--- src/rtl/issue_stage_if.sv ---
// Bundle between the dispatch stage and its neighbours: decoder, register status,
// ROB, result buses (CDB) and the shared RS/LSB issue bus.
interface issue_stage_if #(parameter int ROB_POS_W = 4);
  logic                 rdy, rollback;
  logic                 dec_valid, dec_ready;
  logic [6:0]           dec_opcode;
  logic [2:0]           dec_funct3;
  logic                 dec_funct7;
  logic [4:0]           dec_rd, dec_rs1, dec_rs2;
  logic [31:0]          dec_imm, dec_pc;
  logic [4:0]           rf_rs1_idx, rf_rs2_idx;
  logic [31:0]          rf_rs1_val, rf_rs2_val;
  logic                 rf_rs1_busy, rf_rs2_busy;
  logic [ROB_POS_W-1:0] rf_rs1_rob_pos, rf_rs2_rob_pos;
  logic [ROB_POS_W-1:0] rob_q1_pos, rob_q2_pos;
  logic                 rob_q1_ready, rob_q2_ready;
  logic [31:0]          rob_q1_val, rob_q2_val;
  logic                 rob_full;
  logic [ROB_POS_W-1:0] rob_free_pos;
  logic                 rs_nxt_full, lsb_nxt_full;
  logic                 alu_result, lsb_result;
  logic [31:0]          alu_result_val, lsb_result_val;
  logic [ROB_POS_W-1:0] alu_result_rob_pos, lsb_result_rob_pos;
  logic                 issue_rob, issue_rs, issue_lsb;
  logic [6:0]           issue_opcode;
  logic [2:0]           issue_funct3;
  logic                 issue_funct7;
  logic [4:0]           issue_rd;
  logic [31:0]          issue_imm, issue_pc, issue_rs1_val, issue_rs2_val;
  logic [ROB_POS_W:0]   issue_rs1_rob_id, issue_rs2_rob_id;
  logic [ROB_POS_W-1:0] issue_rob_pos;
  logic                 rename_en;
  logic [4:0]           rename_rd;
  logic [ROB_POS_W-1:0] rename_rob_pos;

  modport master (
    input  rdy, rollback, dec_valid, dec_opcode, dec_funct3, dec_funct7, dec_rd, dec_rs1,
           dec_rs2, dec_imm, dec_pc, rf_rs1_val, rf_rs2_val, rf_rs1_busy, rf_rs2_busy,
           rf_rs1_rob_pos, rf_rs2_rob_pos, rob_q1_ready, rob_q2_ready, rob_q1_val, rob_q2_val,
           rob_full, rob_free_pos, rs_nxt_full, lsb_nxt_full, alu_result, alu_result_val,
           alu_result_rob_pos, lsb_result, lsb_result_val, lsb_result_rob_pos,
    output dec_ready, rf_rs1_idx, rf_rs2_idx, rob_q1_pos, rob_q2_pos, issue_rob, issue_rs,
           issue_lsb, issue_opcode, issue_funct3, issue_funct7, issue_rd, issue_imm, issue_pc,
           issue_rs1_val, issue_rs2_val, issue_rs1_rob_id, issue_rs2_rob_id, issue_rob_pos,
           rename_en, rename_rd, rename_rob_pos
  );

  modport slave (
    output rdy, rollback, dec_valid, dec_opcode, dec_funct3, dec_funct7, dec_rd, dec_rs1,
           dec_rs2, dec_imm, dec_pc, rf_rs1_val, rf_rs2_val, rf_rs1_busy, rf_rs2_busy,
           rf_rs1_rob_pos, rf_rs2_rob_pos, rob_q1_ready, rob_q2_ready, rob_q1_val, rob_q2_val,
           rob_full, rob_free_pos, rs_nxt_full, lsb_nxt_full, alu_result, alu_result_val,
           alu_result_rob_pos, lsb_result, lsb_result_val, lsb_result_rob_pos,
    input  dec_ready, rf_rs1_idx, rf_rs2_idx, rob_q1_pos, rob_q2_pos, issue_rob, issue_rs,
           issue_lsb, issue_opcode, issue_funct3, issue_funct7, issue_rd, issue_imm, issue_pc,
           issue_rs1_val, issue_rs2_val, issue_rs1_rob_id, issue_rs2_rob_id, issue_rob_pos,
           rename_en, rename_rd, rename_rob_pos
  );
endinterface

--- src/rtl/issue_stage.sv ---
// Dispatch stage: holds one decoded instruction, resolves its operands through
// register status / CDB / ROB and sends it to the RS or LSB with a ROB allocation.
module issue_stage #(
  parameter int ROB_POS_W = 4
) (
  input logic           clk,
  input logic           rst,
  issue_stage_if.master bus
);
  localparam logic [6:0] OP_LOAD   = 7'b0000011;
  localparam logic [6:0] OP_STORE  = 7'b0100011;
  localparam logic [6:0] OP_BRANCH = 7'b1100011;
  localparam logic [6:0] OP_REG    = 7'b0110011;
  localparam logic [6:0] OP_LUI    = 7'b0110111;
  localparam logic [6:0] OP_AUIPC  = 7'b0010111;
  localparam logic [6:0] OP_JAL    = 7'b1101111;
  localparam int TAG_W = ROB_POS_W + 1;
  localparam int RES_W = TAG_W + 32;

  // Returns {tag, value}; the CDB is checked before the ROB so a result broadcast
  // in the same cycle as the RS entry write is not lost.
  function automatic logic [RES_W-1:0] resolve(
    input logic used, input logic [4:0] idx, input logic busy, input logic [31:0] rf_val,
    input logic [ROB_POS_W-1:0] pos,
    input logic alu_v, input logic [31:0] alu_val, input logic [ROB_POS_W-1:0] alu_pos,
    input logic lsb_v, input logic [31:0] lsb_val, input logic [ROB_POS_W-1:0] lsb_pos,
    input logic rob_rdy, input logic [31:0] rob_val);
    logic [RES_W-1:0] res;
    if (!used || idx == 5'd0)           res = '0;
    else if (!busy)                     res = {{TAG_W{1'b0}}, rf_val};
    else if (alu_v && alu_pos == pos)   res = {{TAG_W{1'b0}}, alu_val};
    else if (lsb_v && lsb_pos == pos)   res = {{TAG_W{1'b0}}, lsb_val};
    else if (rob_rdy)                   res = {{TAG_W{1'b0}}, rob_val};
    else                                res = {1'b1, pos, 32'd0};
    return res;
  endfunction

  logic                 r_hold_valid;
  logic [6:0]           r_opcode;
  logic [2:0]           r_funct3;
  logic                 r_funct7;
  logic [4:0]           r_rd, r_rs1, r_rs2;
  logic [31:0]          r_imm, r_pc;
  logic                 r_issue_rob, r_issue_rs, r_issue_lsb, r_rename_en;
  logic [6:0]           r_issue_opcode;
  logic [2:0]           r_issue_funct3;
  logic                 r_issue_funct7;
  logic [4:0]           r_issue_rd, r_rename_rd;
  logic [31:0]          r_issue_imm, r_issue_pc, r_rs1_val, r_rs2_val;
  logic [TAG_W-1:0]     r_rs1_rob_id, r_rs2_rob_id;
  logic [ROB_POS_W-1:0] r_issue_rob_pos, r_rename_rob_pos;

  logic                 w_is_mem, w_use_rs1, w_use_rs2, w_writes_rd;
  logic                 w_fire, w_dec_ready, w_capture;
  logic [RES_W-1:0]     w_src1, w_src2;

  // Instruction classification, fire/accept handshake and operand resolution.
  always_comb begin
    w_is_mem    = (r_opcode == OP_LOAD) || (r_opcode == OP_STORE);
    w_use_rs1   = !((r_opcode == OP_LUI) || (r_opcode == OP_AUIPC) || (r_opcode == OP_JAL));
    w_use_rs2   = (r_opcode == OP_REG) || (r_opcode == OP_STORE) || (r_opcode == OP_BRANCH);
    w_writes_rd = (r_rd != 5'd0) && (r_opcode != OP_STORE) && (r_opcode != OP_BRANCH);
    w_fire      = bus.rdy && !bus.rollback && r_hold_valid && !bus.rob_full &&
                  (w_is_mem ? !bus.lsb_nxt_full : !bus.rs_nxt_full);
    w_dec_ready = !bus.rollback && (!r_hold_valid || w_fire);
    w_capture   = bus.rdy && bus.dec_valid && w_dec_ready;
    w_src1 = resolve(w_use_rs1, r_rs1, bus.rf_rs1_busy, bus.rf_rs1_val, bus.rf_rs1_rob_pos,
                     bus.alu_result, bus.alu_result_val, bus.alu_result_rob_pos,
                     bus.lsb_result, bus.lsb_result_val, bus.lsb_result_rob_pos,
                     bus.rob_q1_ready, bus.rob_q1_val);
    w_src2 = resolve(w_use_rs2, r_rs2, bus.rf_rs2_busy, bus.rf_rs2_val, bus.rf_rs2_rob_pos,
                     bus.alu_result, bus.alu_result_val, bus.alu_result_rob_pos,
                     bus.lsb_result, bus.lsb_result_val, bus.lsb_result_rob_pos,
                     bus.rob_q2_ready, bus.rob_q2_val);
  end

  // Hold register and registered issue/rename outputs; rdy low freezes everything.
  always_ff @(posedge clk or posedge rst) begin
    if (rst) begin
      r_hold_valid <= 1'b0;
      r_opcode <= 7'd0; r_funct3 <= 3'd0; r_funct7 <= 1'b0;
      r_rd <= 5'd0; r_rs1 <= 5'd0; r_rs2 <= 5'd0; r_imm <= 32'd0; r_pc <= 32'd0;
      r_issue_rob <= 1'b0; r_issue_rs <= 1'b0; r_issue_lsb <= 1'b0; r_rename_en <= 1'b0;
      r_issue_opcode <= 7'd0; r_issue_funct3 <= 3'd0; r_issue_funct7 <= 1'b0;
      r_issue_rd <= 5'd0; r_rename_rd <= 5'd0;
      r_issue_imm <= 32'd0; r_issue_pc <= 32'd0; r_rs1_val <= 32'd0; r_rs2_val <= 32'd0;
      r_rs1_rob_id <= '0; r_rs2_rob_id <= '0;
      r_issue_rob_pos <= '0; r_rename_rob_pos <= '0;
    end else if (bus.rdy) begin
      if (bus.rollback) begin
        r_hold_valid <= 1'b0;
        r_issue_rob  <= 1'b0;
        r_issue_rs   <= 1'b0;
        r_issue_lsb  <= 1'b0;
        r_rename_en  <= 1'b0;
      end else begin
        r_issue_rob <= w_fire;
        r_issue_rs  <= w_fire && !w_is_mem;
        r_issue_lsb <= w_fire && w_is_mem;
        r_rename_en <= w_fire && w_writes_rd;
        if (w_fire) begin
          r_issue_opcode   <= r_opcode;
          r_issue_funct3   <= r_funct3;
          r_issue_funct7   <= r_funct7;
          r_issue_rd       <= r_rd;
          r_issue_imm      <= r_imm;
          r_issue_pc       <= r_pc;
          r_rs1_val        <= w_src1[31:0];
          r_rs1_rob_id     <= w_src1[RES_W-1:32];
          r_rs2_val        <= w_src2[31:0];
          r_rs2_rob_id     <= w_src2[RES_W-1:32];
          r_issue_rob_pos  <= bus.rob_free_pos;
          r_rename_rd      <= r_rd;
          r_rename_rob_pos <= bus.rob_free_pos;
        end
        if (w_capture) begin
          r_hold_valid <= 1'b1;
          r_opcode <= bus.dec_opcode; r_funct3 <= bus.dec_funct3; r_funct7 <= bus.dec_funct7;
          r_rd <= bus.dec_rd; r_rs1 <= bus.dec_rs1; r_rs2 <= bus.dec_rs2;
          r_imm <= bus.dec_imm; r_pc <= bus.dec_pc;
        end else if (w_fire) begin
          r_hold_valid <= 1'b0;
        end
      end
    end
  end

  assign bus.dec_ready        = w_dec_ready;
  assign bus.rf_rs1_idx       = r_rs1;
  assign bus.rf_rs2_idx       = r_rs2;
  assign bus.rob_q1_pos       = bus.rf_rs1_rob_pos;
  assign bus.rob_q2_pos       = bus.rf_rs2_rob_pos;
  assign bus.issue_rob        = r_issue_rob;
  assign bus.issue_rs         = r_issue_rs;
  assign bus.issue_lsb        = r_issue_lsb;
  assign bus.issue_opcode     = r_issue_opcode;
  assign bus.issue_funct3     = r_issue_funct3;
  assign bus.issue_funct7     = r_issue_funct7;
  assign bus.issue_rd         = r_issue_rd;
  assign bus.issue_imm        = r_issue_imm;
  assign bus.issue_pc         = r_issue_pc;
  assign bus.issue_rs1_val    = r_rs1_val;
  assign bus.issue_rs2_val    = r_rs2_val;
  assign bus.issue_rs1_rob_id = r_rs1_rob_id;
  assign bus.issue_rs2_rob_id = r_rs2_rob_id;
  assign bus.issue_rob_pos    = r_issue_rob_pos;
  assign bus.rename_en        = r_rename_en;
  assign bus.rename_rd        = r_rename_rd;
  assign bus.rename_rob_pos   = r_rename_rob_pos;
endmodule
--- src/flat_wrapper.sv ---
// flat-port wrapper written by rule: the top's interface ports become plain ports
module issue_stage_flat 
#(
  parameter int ROB_POS_W = 4
)
  (clk, rst, bus_rdy, bus_rollback, bus_dec_valid, bus_dec_opcode, bus_dec_funct3, bus_dec_funct7, bus_dec_rd, bus_dec_rs1, bus_dec_rs2, bus_dec_imm, bus_dec_pc, bus_rf_rs1_val, bus_rf_rs2_val, bus_rf_rs1_busy, bus_rf_rs2_busy, bus_rf_rs1_rob_pos, bus_rf_rs2_rob_pos, bus_rob_q1_ready, bus_rob_q2_ready, bus_rob_q1_val, bus_rob_q2_val, bus_rob_full, bus_rob_free_pos, bus_rs_nxt_full, bus_lsb_nxt_full, bus_alu_result, bus_alu_result_val, bus_alu_result_rob_pos, bus_lsb_result, bus_lsb_result_val, bus_lsb_result_rob_pos, bus_dec_ready, bus_rf_rs1_idx, bus_rf_rs2_idx, bus_rob_q1_pos, bus_rob_q2_pos, bus_issue_rob, bus_issue_rs, bus_issue_lsb, bus_issue_opcode, bus_issue_funct3, bus_issue_funct7, bus_issue_rd, bus_issue_imm, bus_issue_pc, bus_issue_rs1_val, bus_issue_rs2_val, bus_issue_rs1_rob_id, bus_issue_rs2_rob_id, bus_issue_rob_pos, bus_rename_en, bus_rename_rd, bus_rename_rob_pos);
  issue_stage_if #(.ROB_POS_W(ROB_POS_W)) bus_i ();
  input logic clk;
  input logic rst;
  input wire logic [$bits(bus_i.rdy)-1:0] bus_rdy;
  input wire logic [$bits(bus_i.rollback)-1:0] bus_rollback;
  input wire logic [$bits(bus_i.dec_valid)-1:0] bus_dec_valid;
  input wire logic [$bits(bus_i.dec_opcode)-1:0] bus_dec_opcode;
  input wire logic [$bits(bus_i.dec_funct3)-1:0] bus_dec_funct3;
  input wire logic [$bits(bus_i.dec_funct7)-1:0] bus_dec_funct7;
  input wire logic [$bits(bus_i.dec_rd)-1:0] bus_dec_rd;
  input wire logic [$bits(bus_i.dec_rs1)-1:0] bus_dec_rs1;
  input wire logic [$bits(bus_i.dec_rs2)-1:0] bus_dec_rs2;
  input wire logic [$bits(bus_i.dec_imm)-1:0] bus_dec_imm;
  input wire logic [$bits(bus_i.dec_pc)-1:0] bus_dec_pc;
  input wire logic [$bits(bus_i.rf_rs1_val)-1:0] bus_rf_rs1_val;
  input wire logic [$bits(bus_i.rf_rs2_val)-1:0] bus_rf_rs2_val;
  input wire logic [$bits(bus_i.rf_rs1_busy)-1:0] bus_rf_rs1_busy;
  input wire logic [$bits(bus_i.rf_rs2_busy)-1:0] bus_rf_rs2_busy;
  input wire logic [$bits(bus_i.rf_rs1_rob_pos)-1:0] bus_rf_rs1_rob_pos;
  input wire logic [$bits(bus_i.rf_rs2_rob_pos)-1:0] bus_rf_rs2_rob_pos;
  input wire logic [$bits(bus_i.rob_q1_ready)-1:0] bus_rob_q1_ready;
  input wire logic [$bits(bus_i.rob_q2_ready)-1:0] bus_rob_q2_ready;
  input wire logic [$bits(bus_i.rob_q1_val)-1:0] bus_rob_q1_val;
  input wire logic [$bits(bus_i.rob_q2_val)-1:0] bus_rob_q2_val;
  input wire logic [$bits(bus_i.rob_full)-1:0] bus_rob_full;
  input wire logic [$bits(bus_i.rob_free_pos)-1:0] bus_rob_free_pos;
  input wire logic [$bits(bus_i.rs_nxt_full)-1:0] bus_rs_nxt_full;
  input wire logic [$bits(bus_i.lsb_nxt_full)-1:0] bus_lsb_nxt_full;
  input wire logic [$bits(bus_i.alu_result)-1:0] bus_alu_result;
  input wire logic [$bits(bus_i.alu_result_val)-1:0] bus_alu_result_val;
  input wire logic [$bits(bus_i.alu_result_rob_pos)-1:0] bus_alu_result_rob_pos;
  input wire logic [$bits(bus_i.lsb_result)-1:0] bus_lsb_result;
  input wire logic [$bits(bus_i.lsb_result_val)-1:0] bus_lsb_result_val;
  input wire logic [$bits(bus_i.lsb_result_rob_pos)-1:0] bus_lsb_result_rob_pos;
  output wire logic [$bits(bus_i.dec_ready)-1:0] bus_dec_ready;
  output wire logic [$bits(bus_i.rf_rs1_idx)-1:0] bus_rf_rs1_idx;
  output wire logic [$bits(bus_i.rf_rs2_idx)-1:0] bus_rf_rs2_idx;
  output wire logic [$bits(bus_i.rob_q1_pos)-1:0] bus_rob_q1_pos;
  output wire logic [$bits(bus_i.rob_q2_pos)-1:0] bus_rob_q2_pos;
  output wire logic [$bits(bus_i.issue_rob)-1:0] bus_issue_rob;
  output wire logic [$bits(bus_i.issue_rs)-1:0] bus_issue_rs;
  output wire logic [$bits(bus_i.issue_lsb)-1:0] bus_issue_lsb;
  output wire logic [$bits(bus_i.issue_opcode)-1:0] bus_issue_opcode;
  output wire logic [$bits(bus_i.issue_funct3)-1:0] bus_issue_funct3;
  output wire logic [$bits(bus_i.issue_funct7)-1:0] bus_issue_funct7;
  output wire logic [$bits(bus_i.issue_rd)-1:0] bus_issue_rd;
  output wire logic [$bits(bus_i.issue_imm)-1:0] bus_issue_imm;
  output wire logic [$bits(bus_i.issue_pc)-1:0] bus_issue_pc;
  output wire logic [$bits(bus_i.issue_rs1_val)-1:0] bus_issue_rs1_val;
  output wire logic [$bits(bus_i.issue_rs2_val)-1:0] bus_issue_rs2_val;
  output wire logic [$bits(bus_i.issue_rs1_rob_id)-1:0] bus_issue_rs1_rob_id;
  output wire logic [$bits(bus_i.issue_rs2_rob_id)-1:0] bus_issue_rs2_rob_id;
  output wire logic [$bits(bus_i.issue_rob_pos)-1:0] bus_issue_rob_pos;
  output wire logic [$bits(bus_i.rename_en)-1:0] bus_rename_en;
  output wire logic [$bits(bus_i.rename_rd)-1:0] bus_rename_rd;
  output wire logic [$bits(bus_i.rename_rob_pos)-1:0] bus_rename_rob_pos;
  assign bus_i.rdy = bus_rdy;
  assign bus_i.rollback = bus_rollback;
  assign bus_i.dec_valid = bus_dec_valid;
  assign bus_i.dec_opcode = bus_dec_opcode;
  assign bus_i.dec_funct3 = bus_dec_funct3;
  assign bus_i.dec_funct7 = bus_dec_funct7;
  assign bus_i.dec_rd = bus_dec_rd;
  assign bus_i.dec_rs1 = bus_dec_rs1;
  assign bus_i.dec_rs2 = bus_dec_rs2;
  assign bus_i.dec_imm = bus_dec_imm;
  assign bus_i.dec_pc = bus_dec_pc;
  assign bus_i.rf_rs1_val = bus_rf_rs1_val;
  assign bus_i.rf_rs2_val = bus_rf_rs2_val;
  assign bus_i.rf_rs1_busy = bus_rf_rs1_busy;
  assign bus_i.rf_rs2_busy = bus_rf_rs2_busy;
  assign bus_i.rf_rs1_rob_pos = bus_rf_rs1_rob_pos;
  assign bus_i.rf_rs2_rob_pos = bus_rf_rs2_rob_pos;
  assign bus_i.rob_q1_ready = bus_rob_q1_ready;
  assign bus_i.rob_q2_ready = bus_rob_q2_ready;
  assign bus_i.rob_q1_val = bus_rob_q1_val;
  assign bus_i.rob_q2_val = bus_rob_q2_val;
  assign bus_i.rob_full = bus_rob_full;
  assign bus_i.rob_free_pos = bus_rob_free_pos;
  assign bus_i.rs_nxt_full = bus_rs_nxt_full;
  assign bus_i.lsb_nxt_full = bus_lsb_nxt_full;
  assign bus_i.alu_result = bus_alu_result;
  assign bus_i.alu_result_val = bus_alu_result_val;
  assign bus_i.alu_result_rob_pos = bus_alu_result_rob_pos;
  assign bus_i.lsb_result = bus_lsb_result;
  assign bus_i.lsb_result_val = bus_lsb_result_val;
  assign bus_i.lsb_result_rob_pos = bus_lsb_result_rob_pos;
  assign bus_dec_ready = bus_i.dec_ready;
  assign bus_rf_rs1_idx = bus_i.rf_rs1_idx;
  assign bus_rf_rs2_idx = bus_i.rf_rs2_idx;
  assign bus_rob_q1_pos = bus_i.rob_q1_pos;
  assign bus_rob_q2_pos = bus_i.rob_q2_pos;
  assign bus_issue_rob = bus_i.issue_rob;
  assign bus_issue_rs = bus_i.issue_rs;
  assign bus_issue_lsb = bus_i.issue_lsb;
  assign bus_issue_opcode = bus_i.issue_opcode;
  assign bus_issue_funct3 = bus_i.issue_funct3;
  assign bus_issue_funct7 = bus_i.issue_funct7;
  assign bus_issue_rd = bus_i.issue_rd;
  assign bus_issue_imm = bus_i.issue_imm;
  assign bus_issue_pc = bus_i.issue_pc;
  assign bus_issue_rs1_val = bus_i.issue_rs1_val;
  assign bus_issue_rs2_val = bus_i.issue_rs2_val;
  assign bus_issue_rs1_rob_id = bus_i.issue_rs1_rob_id;
  assign bus_issue_rs2_rob_id = bus_i.issue_rs2_rob_id;
  assign bus_issue_rob_pos = bus_i.issue_rob_pos;
  assign bus_rename_en = bus_i.rename_en;
  assign bus_rename_rd = bus_i.rename_rd;
  assign bus_rename_rob_pos = bus_i.rename_rob_pos;
  issue_stage #(.ROB_POS_W(ROB_POS_W)) u_core (.clk(clk), .rst(rst), .bus(bus_i));
endmodule
--- config.mk ---
export PLATFORM = sky130hd
export DESIGN_NAME = issue_stage_flat
export DESIGN_NICKNAME = d
export VERILOG_FILES = /design/src/rtl/issue_stage_if.sv /design/src/rtl/issue_stage.sv /design/src/flat_wrapper.sv
export SDC_FILE = /design/constraint.sdc
export NUM_CORES = 1
export LEC_CHECK = 0
export CAP_MARGIN = 20
export CORE_AREA = 3 3 196 198
export CTS_CLUSTER_DIAMETER = 80
export CTS_CLUSTER_SIZE = 25
export DETAILED_ROUTE_END_ITERATION = 8
export DIE_AREA = 0 0 199 201
export PLACE_DENSITY_LB_ADDON = 0.15
export REMOVE_ABC_BUFFERS = 1
export SYNTH_ARGS = -nofsm -noshare
export SYNTH_HDL_FRONTEND = slang
export SYNTH_SLANG_ARGS = --single-unit
--- constraint.sdc ---
create_clock -name clk -period 7.86 [get_ports clk]
set_input_delay 1.179 -clock clk [delete_from_list [all_inputs] [get_ports clk]]
set_output_delay 1.179 -clock clk [all_outputs]
set_load 0.02 [all_outputs]
-- After elaboration in Yosys (flattened, before gate mapping)
Index checks and enable logic that the tools add are counted.
- equality and inequality tests: 13
- multiplexer cells: 18
- bitwise gates (word level): 1
- reduce and logical (&&, ||, !) cells: 38
- operators with widths (kind ; number):
    2-to-1 mux 37 bit ; 10
    == test 7 x 6 -> 1 bit, second input constant ; 3
    == test 4 bit ; 4
    logical AND 1 bit ; 16
    == test 7 bit, second input constant ; 2
    zero test 5 bit ; 2
    logical OR 1 bit ; 8
    2-to-1 mux 1 bit ; 8
    == test 7 x 2 -> 1 bit, second input constant ; 1
    == test 7 x 5 -> 1 bit, second input constant ; 1
    zero test 1 bit ; 7
    inequality test 7 x 6 -> 1 bit, second input constant ; 1
    inequality test 7 bit, second input constant ; 1
    AND reduction 3 bit ; 2
    nonzero test 5 bit ; 1
    nonzero test 3 bit ; 1
    AND reduction 2 bit ; 1
    NOT 1 bit ; 1
- bits in registers: 253

-- Logic depth before layout (Yosys ltp)
- depth in word-level cells: 10
- mapped depth: 8
- mapped depth without buffers: 5

-- Least setup slack after synthesis
OpenSTA, ideal clock, no wires.
- kind: in2out
- start: input bus_rob_full
- end: output bus_dec_ready
- arrival: 2796 ps
- data required time: 6681 ps
- slack: 3885 ps
- stages on the path: 7
- buffers on the path: 3
- cells stage by stage: nand4bb_1 > a211oi_1 > nor2_1 > clkbuf_1 > clkbuf_1 > clkbuf_1 > a21oi_1
- cells in the longest elaborated chain, start to end: 5
- ends and longest elaborated chain (item ; line ; source):
    from (decl) ; flat_wrapper.sv:31 ; input wire logic [$bits(bus_i.rob_full)-1:0] bus_rob_full;
    zero test 1 bit ; issue_stage.sv:63 ; w_fire = bus.rdy && !bus.rollback && r_hold_valid && !bus.rob_full &&
    logical AND 1 bit (2 in a row) ; issue_stage.sv:63 ;
    logical OR 1 bit ; issue_stage.sv:65 ; w_dec_ready = !bus.rollback && (!r_hold_valid || w_fire);
    logical AND 1 bit ; issue_stage.sv:65 ;
    to (decl) ; flat_wrapper.sv:41 ; output wire logic [$bits(bus_i.dec_ready)-1:0] bus_dec_ready;
Every way passes these cells.

-- Worst setup path in the final report
- start: input bus_rollback
- end: output bus_dec_ready
- cells in the longest elaborated chain, start to end: 7
- ends and longest elaborated chain (item ; line ; source):
    from (decl) ; flat_wrapper.sv:11 ; input wire logic [$bits(bus_i.rollback)-1:0] bus_rollback;
    zero test 1 bit (*) ; issue_stage.sv:63, issue_stage.sv:65 ;
    logical AND 1 bit (4 in a row) ; issue_stage.sv:63 ;
    logical OR 1 bit ; issue_stage.sv:65 ;
    logical AND 1 bit (*) ; issue_stage.sv:65 ;
Mark *: on every way between the ends. The rest lies on a longest branch, timed or not.

==> impl_metrics.env <==
export IMPL_htree_levels=1
export IMPL_cp_start_kind="input pin"
export IMPL_met3_usage=0.0898
export IMPL_clockRootBuffer="clkbuf_16"
export IMPL_layout_nets=1752
export IMPL_top_usage_layer="met2"
export IMPL_critPathTopFamily="buffers and inverters"
export IMPL_vias=10400
export IMPL_arrival_ps=3620
export IMPL_first_pass_iters=5
export IMPL_gp_congestion=0.835
export IMPL_hold_buffers=0
export IMPL_grt_max_degree=176
export IMPL_track_usage=0.226
export IMPL_setup_viol_count_final=0
export IMPL_met1_usage=0.269
export IMPL_min_path_cells=1
export IMPL_drcViolationCount=0
export IMPL_cts_buffers=18
export IMPL_grt_antenna_before_repair=15
export IMPL_routed_wl_mm=47.4
export IMPL_ys_seq_elements=253
export IMPL_cts_setup_buffers=0
export IMPL_drive_above_1_share=0.102
export IMPL_syn_area_sq_um=12000
export IMPL_rsz0062_at_grt="false"
export IMPL_slew_headroom=0.267
export IMPL_ant_nets=0
export IMPL_setup_worst_path_class="input pin to output pin"
export IMPL_syn2layout_area_growth_pct=50.6
export IMPL_fin_skew_ps=16.5
export IMPL_synth_warnings=0
export IMPL_async_flop_share=1.00
export IMPL_ff2ff_path_depth=7
export IMPL_cellPowerDensity_nw_per_um2=259
export IMPL_final_core_util=0.493
export IMPL_r2r_end="u_core.r_pc[23]$_DFFE_PP0P_"
export IMPL_die_h_um=201
export IMPL_ys_flop_type="dfrtp_1"
export IMPL_boundaryPins=506
export IMPL_cts_resized=0
export IMPL_dpl_cell_area_sq_um=17400
export IMPL_hold_viol_final=0
export IMPL_critical_path_max_stage_delay_ps=620
export IMPL_synth_edff_count=0
export IMPL_use_met2=0.370
export IMPL_finalCritPeriodShare=0.611
export IMPL_avgRoutedWirePerCell_um=24.6
export IMPL_slowest_stage="clkdlybuf4s50_1"
export IMPL_numPortBuffers=505
export IMPL_drtIter0Drc=637
export IMPL_die_w_um=199
export IMPL_postLayoutCellArea_sq_um=18100
export IMPL_dp_hpwl_mm=32.6
export IMPL_hold_start="u_core.bus.issue_rs1_rob_id[4]$_DFFE_PP0P_"
export IMPL_layout_min_cycle_time_ps=4800
export IMPL_avgSynthCellArea_sq_um=12.1
export IMPL_leakagePower_nw=7.37
export IMPL_grt_overflow_total=0
export IMPL_cp_end_kind="output pin"
export IMPL_start_util=0.327
export IMPL_vias_per_cell=5.38
export IMPL_maxCapViolCount=0
export IMPL_die_area_sq_um=40000
export IMPL_vdd_drop_max_mv=0.191
export IMPL_clock_latency_ps=520
export IMPL_core_sq_um=36700
export IMPL_whs_endpoint="u_core.bus.issue_rs1_rob_id[4]$_DFFE_PP0P_"
export IMPL_status="finished clean"
export IMPL_hold_class="register to register"
export IMPL_regToRegStartpoint="u_core.r_opcode[3]$_DFFE_PP0P_"
export IMPL_tritoncts="built"
export IMPL_grt_pass1_wl_mm=69.7
export IMPL_cts_sinks=253
export IMPL_required_ps=6680
export IMPL_crit_chain="clkdlybuf4s50_1 -> nand4bb_1 -> nor4_1 -> nor2_4 -> a21oi_1 -> clkdlybuf4s50_1"
export IMPL_critPathBufInv=2
export IMPL_fmax_ghz=0.208
export IMPL_num_rows=70
export IMPL_dpl_worst_slack_ps=2950
export IMPL_r2r_setup_slack_ps=4090
export IMPL_crit_fanout=31
export IMPL_path_clk_slew_ps=90
export IMPL_clockBufferDepth=3
export IMPL_tightest_slew_ps=1100
export IMPL_grt_pass1_vias=10800
export IMPL_worst_path_most_repeated_cell="clkdlybuf4s50_1"
export IMPL_netlist_instances=991
export IMPL_synth_cell_types=45
export IMPL_setup_tns_ps=0
export IMPL_fin_ws_ps=3060
export IMPL_ys_seq_area_frac=0.527
export IMPL_finalMaxSlewViolations=0
through the flow:
| stage | total power, W | hold WS [ps] | cells |
|---|---|---|---|
| after floorplan | 0.00271 | 454 | 890 |
| after global placement | 0.00367 | 461 | 1884 |
| after detailed placement | 0.00370 | 466 | 1884 |
| after CTS | 0.00475 | 487 | 1916 |
| after global routing | 0.00495 | 505 | 1925 |
| final | 0.00469 | 482 | 1925 |
report_power, final:
part / internal (W) / switching (W)
Sequential: 0.00169 / 0.000219
Clock: 0.000480 / 0.000549
Combinational: 0.000940 / 0.000812
Total: 0.00311 / 0.00158
kinds of logic after synthesis:
group,after synthesis,share of synthesized area
muxes,205,0.189
AOI/OAI and AO/OA,221,0.149
xor gates and xnor gates,16,0.0117
DFF,253,0.527
buffers and inverters,106,0.0394
and+or+nand+nor,190,0.0841
worst register-to-register path: cells and delay by family (launching register included):
| family | cells | cell delay [ps] |
|---|---|---|
| AO/OA/AOI/OAI | 1 | 310 |
| buffers and inverters | 2 | 1220 |
| flip-flops | 1 | 450 |
| multiplexers | 1 | 410 |
| AND/OR/NAND/NOR | 3 | 1260 |
state kept, by name (all words and copies together) (netlist names), 4 cells and up:
register	count
u_core.r_rd	5
u_core.bus.issue_imm	32
u_core.bus.issue_rs2_rob_id	5
u_core.bus.issue_rs1_rob_id	5
u_core.r_pc	32
u_core.bus.issue_opcode	7
u_core.bus.issue_rd	5
u_core.r_imm	32
u_core.bus.rf_rs1_idx	5
u_core.bus.issue_rs2_val	32
u_core.bus.issue_pc	32
u_core.bus.issue_rob_pos	4
u_core.r_opcode	7
u_core.bus.issue_rs1_val	32
u_core.bus.rf_rs2_idx	5
metal layers:
layer / wire length (um) / share of wire
met5: 68 / 0.0014
met4: 1520 / 0.032
met3: 5580 / 0.12
met2: 22400 / 0.47
met1: 17800 / 0.38
synth_stat cells (3+ instances only):
cell type	n	area, sq um
a21o_1	4	30.0
a21oi_1	35	175
a221o_1	32	320
a22o_1	8	70.1
a22oi_1	32	240
a311o_1	32	320
and2_1	32	200
and3_1	33	206
buf_1	5	18.8
buf_2	9	45.0
buf_4	17	128
clkbuf_1	70	263
dfrtp_1	253	6330
inv_1	5	18.8
mux2_1	90	1010
mux2_2	83	935
mux2i_1	32	320
nand2_1	36	135
nand3_1	35	175
nor2_1	35	131
o21a_1	32	240
o21ai_0	3	15.0
o221ai_1	32	280
or4_1	4	30.0
xnor2_1	7	61.3
xor2_1	9	78.8
worst max-delay path by stage:
stage	to	cells after the start	startpoint	slack, ps
after floorplan	u_core.bus.rf_rs1_idx[0]$_DFFE_PP0P_	5	bus_rob_full	-5860
after global placement	u_core.r_funct3[0]$_DFFE_PP0P_	8	bus_rollback	2990
after detailed placement	u_core.r_imm[25]$_DFFE_PP0P_	8	bus_rollback	2950
after CTS	bus_dec_ready	6	bus_rollback	3030
after global routing	bus_dec_ready	6	bus_rollback	2900
final	bus_dec_ready	6	bus_rollback	3060
cell usage in the layout (no fill, tap or decap), drive strengths merged, types with 11 or more instances in the layout:
master / count
mux2i: 32
dfrtp: 253
mux2: 173
nand3: 35
clkdlybuf4s50: 505
and3: 33
o221ai: 32
a21oi: 35
nand2: 36
a221o: 32
nor2: 35
and2: 32
clkbuf: 20
inv: 11
a311o: 32
buf: 21
o21a: 32
a22oi: 32
cell type report:
type                            instances  area (sq um)
Antenna cell                            9          22.5
Clock buffer                           20           479
Clock inverter                         12           151
Fill cell                            3372         18600
Inverter                                5          26.3
Multi-Input combinational cell        632          5270
Sequential cell                       253          6330
Tap cell                              468           586
Timing Repair Buffer                  526          5230
(Power assumes the default switching activity.)
